<file path="src/rtl/inst_fetch_buffer.sv">
// Prefetching instruction fetch buffer for the RiSC-16 core: streams sequential
// words from instruction memory over req/ack into a small FIFO of {inst, pc}.
module inst_fetch_buffer #(
  parameter int                    p_WORD_LEN = 16,
  parameter int                    p_DEPTH    = 4,
  parameter logic [p_WORD_LEN-1:0] p_RESET_PC = '0
) (
  input  logic                  i_clk,
  input  logic                  i_rst,
  input  logic                  i_redirect,
  input  logic [p_WORD_LEN-1:0] i_redirect_pc,
  input  logic                  i_stall,
  output logic [p_WORD_LEN-1:0] o_inst,
  output logic [p_WORD_LEN-1:0] o_inst_pc,
  output logic                  o_inst_valid,
  output logic                  o_imem_req,
  output logic [p_WORD_LEN-1:0] o_imem_addr,
  input  logic                  i_imem_ack,
  input  logic [p_WORD_LEN-1:0] i_imem_data
);

  localparam int PTR_W = $clog2(p_DEPTH);
  localparam int CNT_W = PTR_W + 1;
  localparam logic [CNT_W-1:0] DEPTH_C = CNT_W'(p_DEPTH);

  typedef enum logic [1:0] {
    IDLE  = 2'd0,
    REQ   = 2'd1,
    DRAIN = 2'd2
  } state_t;

  state_t                  state, state_nxt;
  logic [p_WORD_LEN-1:0]   fetch_pc, fetch_pc_nxt;
  logic [p_WORD_LEN-1:0]   fifo_inst [p_DEPTH];
  logic [p_WORD_LEN-1:0]   fifo_pc   [p_DEPTH];
  logic [PTR_W-1:0]        rd_ptr, wr_ptr;
  logic [CNT_W-1:0]        count, count_after;
  logic                    req_q;
  logic                    push, pop, flush;

  assign o_inst_valid = (count != '0);
  assign o_inst       = o_inst_valid ? fifo_inst[rd_ptr] : '0;
  assign o_inst_pc    = o_inst_valid ? fifo_pc[rd_ptr]   : '0;
  assign o_imem_req   = req_q;
  assign o_imem_addr  = fetch_pc;

  // A redirect kills the head, so it can never be consumed in the same cycle.
  assign pop         = o_inst_valid & ~i_stall & ~i_redirect;
  assign count_after = count + CNT_W'(1) - CNT_W'(pop);

  always_comb begin
    state_nxt    = state;
    fetch_pc_nxt = fetch_pc;
    push         = 1'b0;
    flush        = 1'b0;
    case (state)
      IDLE: begin
        if (i_redirect) begin
          flush        = 1'b1;
          fetch_pc_nxt = i_redirect_pc;
          state_nxt    = REQ;
        end else if (count < DEPTH_C) begin
          state_nxt = REQ;
        end
      end
      REQ: begin
        if (i_redirect) begin
          flush        = 1'b1;
          fetch_pc_nxt = i_redirect_pc;
          state_nxt    = i_imem_ack ? REQ : DRAIN;
        end else if (i_imem_ack) begin
          push         = 1'b1;
          fetch_pc_nxt = fetch_pc + p_WORD_LEN'(1);
          state_nxt    = (count_after < DEPTH_C) ? REQ : IDLE;
        end
      end
      DRAIN: begin
        // The stale request must still complete; its data is thrown away.
        if (i_redirect) begin
          flush        = 1'b1;
          fetch_pc_nxt = i_redirect_pc;
        end
        if (i_imem_ack) begin
          state_nxt = REQ;
        end
      end
      default: state_nxt = IDLE;
    endcase
  end

  always_ff @(posedge i_clk or posedge i_rst) begin
    if (i_rst) begin
      state    <= IDLE;
      fetch_pc <= p_RESET_PC;
      req_q    <= 1'b0;
    end else begin
      state    <= state_nxt;
      fetch_pc <= fetch_pc_nxt;
      req_q    <= (state_nxt != IDLE);
    end
  end

  always_ff @(posedge i_clk or posedge i_rst) begin
    if (i_rst) begin
      rd_ptr <= '0;
      wr_ptr <= '0;
      count  <= '0;
    end else if (flush) begin
      rd_ptr <= '0;
      wr_ptr <= '0;
      count  <= '0;
    end else begin
      if (push) wr_ptr <= wr_ptr + PTR_W'(1);
      if (pop)  rd_ptr <= rd_ptr + PTR_W'(1);
      case ({push, pop})
        2'b10:   count <= count + CNT_W'(1);
        2'b01:   count <= count - CNT_W'(1);
        default: count <= count;
      endcase
    end
  end

  // Storage needs no reset: entries are only visible while counted.
  always_ff @(posedge i_clk) begin
    if (push) begin
      fifo_inst[wr_ptr] <= i_imem_data;
      fifo_pc[wr_ptr]   <= fetch_pc;
    end
  end

endmodule

</file>
<file path="config.mk">
export PLATFORM = sky130hd
export DESIGN_NAME = inst_fetch_buffer
export DESIGN_NICKNAME = d
export VERILOG_FILES = /design/src/rtl/inst_fetch_buffer.sv
export SDC_FILE = /design/constraint.sdc
export NUM_CORES = 1
export LEC_CHECK = 0
export CAP_MARGIN = 20
export CELL_PAD_IN_SITES_DETAIL_PLACEMENT = 1
export CELL_PAD_IN_SITES_GLOBAL_PLACEMENT = 1
export CORE_ASPECT_RATIO = 0.6
export CORE_MARGIN = 2
export CORE_UTILIZATION = 45
export CTS_CLUSTER_DIAMETER = 60
export CTS_CLUSTER_SIZE = 12
export DETAILED_ROUTE_END_ITERATION = 8
export PLACE_DENSITY = 0.84
export SETUP_SLACK_MARGIN = 0.2
export SLEW_MARGIN = 10
export SYNTH_ARGS = -nofsm -noshare
export SYNTH_HDL_FRONTEND = slang
export SYNTH_SLANG_ARGS = --single-unit
</file>
<file path="constraint.sdc">
create_clock -name i_clk -period 2.94 [get_ports i_clk]
set_input_delay 0.588 -clock i_clk [delete_from_list [all_inputs] [get_ports i_clk]]
set_output_delay 0.588 -clock i_clk [all_outputs]
set_load 0.05 [all_outputs]
</file>
==> results.ini <==
[detailed_routing]
drt_iter0_markers=273
ant_nets=0
routed_wl_um=18000
drc_errors=0
viasPerCell=5.78
dr.pass1.iters=5
routedWlPerCell_um=25.3
dr_total_vias=4108

[clocking]
cts_buffer_depth=2
clock_latency_ns=0.44
cts_setup_buffers=0
ctsHoldBuffers=0
cts.clk_slew.worst_paths_ns=0.06
root_buffer=clkbuf_16
ctsHtreeMaxLevel=4
cts.sinks=154
cts-buffers-inserted=17
cts_tree=yes

[timing]
period_share_pct=90.1
clock_skew_ns=0.0113
max_freq_mhz=377
tightest_slew_ns=0.527
tns_ns=0
relSlewSlack_pct=64.7
finalHoldViolations=0
drv_slew=0
layout_min_cycle_time_ns=2.65
rsz0062_at_grt=no
finalSetupViolations=0

[logic_synthesis]
avgSynthCellArea_um2=16.5
ys_types=57
syn_nets=445
yosys.area_share.simple_pct=9.54
postSynthCellCount=400
ys_top_cells_by_area=edfxtp_1 (58%), mux4_2 (11%), dfrtp_1 (9.8%), and2_1 (3.1%), ha_1 (1.5%)
synth_top_family_by_area=multiplexers
async_reset_ff_share_pct=16.9
synthFlopType=edfxtp_1
synthMuxAreaShare_pct=11.9
ys_warn_count=0
yosys-top-cells-count=edfxtp_1 (128), and2_1 (33), mux4_2 (32), dfrtp_1 (26), nor2_1 (14)
ys_ff_latch=154
synth_compound_area_share_pct=5.45
yosysMostFrequentCell=edfxtp_1
synth_top_area_cell=edfxtp_1
synthAdderAreaFrac_pct=1.51
synth_xor_area_share_pct=0.530
synth_edf_count=128
yosysSeqAreaShare_pct=68.0
syn_area_um2=6610
synth_top_cell_area_share_pct=58.2

[grt]
antenna_found_initial=0
use_met2_pct=39.9
grt_pass1_wl_um=28300
grt_use_met3_pct=6.33
grt_pass1_vias=4599
top_usage_layer=met2
globalRouteTotalUtil_pct=24.5
grt_max_degree=27
grt_overflow=0
use_met1_pct=32.4

[setup_path]
cp-start-kind=register
critical_path_arrival_ns=2.06
cp.required_ns=2.35
critPathCaptureType=output port
criticalPathCategory=register to output port
crit_path_max_fanout=21

[pwr]
powerDensity_nw_per_um2=1190
power_leakage_uw=0.00304
ir_worst_vdd_mv=0.607

[place]
dp_hpwl_um=11900
gp_congestion=0.847
placed_cells=679
io_buffers=86

[final_layout]
num-nets-final=545
area_growth_pct=31.1
stdcell_count=711
diodes=0
drive_gt1_share_pct=25.7

[outcome]
outcome=finished clean

[run]
drv_cap=0

[floorplanning]
fp-row-count=34
io_pins=87
die_w_um=160
initial_utilization_pct=45.8
core_area_um2=14400
die_area_um2=15700
die_h_um=97.9

[worst_hold_path]
holdCritPathClass=input pin to async pin

-- layout by cell type, fill, tap and decap left out, drive strengths merged, types with 2 or more instances in the layout --
master	synthesis	routed
nor3	3	3
nand3	13	13
a2bb2oi	2	2
a311oi	2	2
and3	8	8
o31a	2	2
inv	9	14
clkinvlp	0	2
nor3b	2	2
nand2b	2	2
xnor2	2	2
mux4	32	32
dfrtp	26	26
mux2	3	3
a32oi	2	2
clkdlybuf4s50	0	53
o21a	2	2
a31oi	3	3
bufinv	0	3
and2	34	34
nand4	4	4
nand2	13	13
edfxtp	128	128
clkbuf	4	19
ha	8	8
mux2i	3	3
nor2	15	15
clkinv	0	4
o21ai	14	14
xor2	2	2
nor2b	3	3
a21oi	13	13
o22ai	5	5
and4	5	5
buf	21	52
-- flip-flops by register name (all words and copies together) (netlist names) --
register / cells
fifo_pc: 64
rd_ptr: 2
wr_ptr: 2
state: 2
o_imem_addr: 16
o_imem_req: 1
fifo_inst: 64
count: 3
-- cell families after synthesis --
kind of cell | after synthesis
flip-flops | 154
AND/OR/NAND/NOR | 108
AO/OA/AOI/OAI | 54
multiplexers | 38
buffers and inverters | 34
adder cells (fa/ha/maj) | 8
XOR/XNOR | 4
-- critical path: stages, from the launching register on --
cell      delay (ns)
dfrtp_2         0.37
clkbuf_8        0.30
mux4_2          0.58
and2_1          0.22
buf_12          0.15
-- path summary, 6_finish.rpt --
kind	startpoint	to	slack [ns]	depth (start not counted)
max	rd_ptr[0]	o_inst[1]	0.29	4
min reg2reg	wr_ptr[1]	wr_ptr[1]	0.62	2
min	i_rst	o_imem_req	0.53	3
max in group asynchronous	i_rst	rd_ptr[0]	2.10	3
max reg2reg	state[0]	fifo_inst[2][13]	0.76	4
min in group i_clk	wr_ptr[1]	wr_ptr[1]	0.62	2
-- area by class of cell --
cell class / instances / area [um^2]
Clock buffer: 18 / 429
Inverter: 9 / 33.8
Sequential cell: 154 / 4500
Multi-Input combinational cell: 212 / 1920
Clock inverter: 14 / 188
Timing Repair Buffer: 106 / 1350
Fill cell: 1290 / 5760
Tap cell: 198 / 248
-- routing by layer --
metal / vias to the layer above / part of all wire [%]
met2: 168 / 49
met5: - / 0
met3: 39 / 6.2
li1: 1776 / -
met1: 2125 / 42
met4: 0 / 2.6
-- power by group --
part | leakage, uW | switching (uW) | internal [uW]
sequential | 0.00147 | 448 | 2860
clock | 0.000297 | 960 | 1360
combinational | 0.00127 | 2670 | 2010
total | 0.00304 | 4080 | 6220
-- repair_timing --
item	CTS	global route
setup endpoints to repair	15	19
gates cloned	0	0
gates resized for setup	1	2
-- per-stage QoR --
stage               area [um^2]  hold WS, ns  worst slack, ns  util [%]  total power, uW
global route               8660        0.581            0.206      60.1            10700
CTS                        8650        0.543            0.234      60.0            10400
global placement           8030        0.560            0.385      55.7             7780
floorplan                  6610        0.530            0.309         -             5900
detailed placement         8030        0.602            0.206      55.7             8010
finish                     8660        0.532            0.291      60.1            10300
Note: power is estimated with default switching activity, not from simulation.
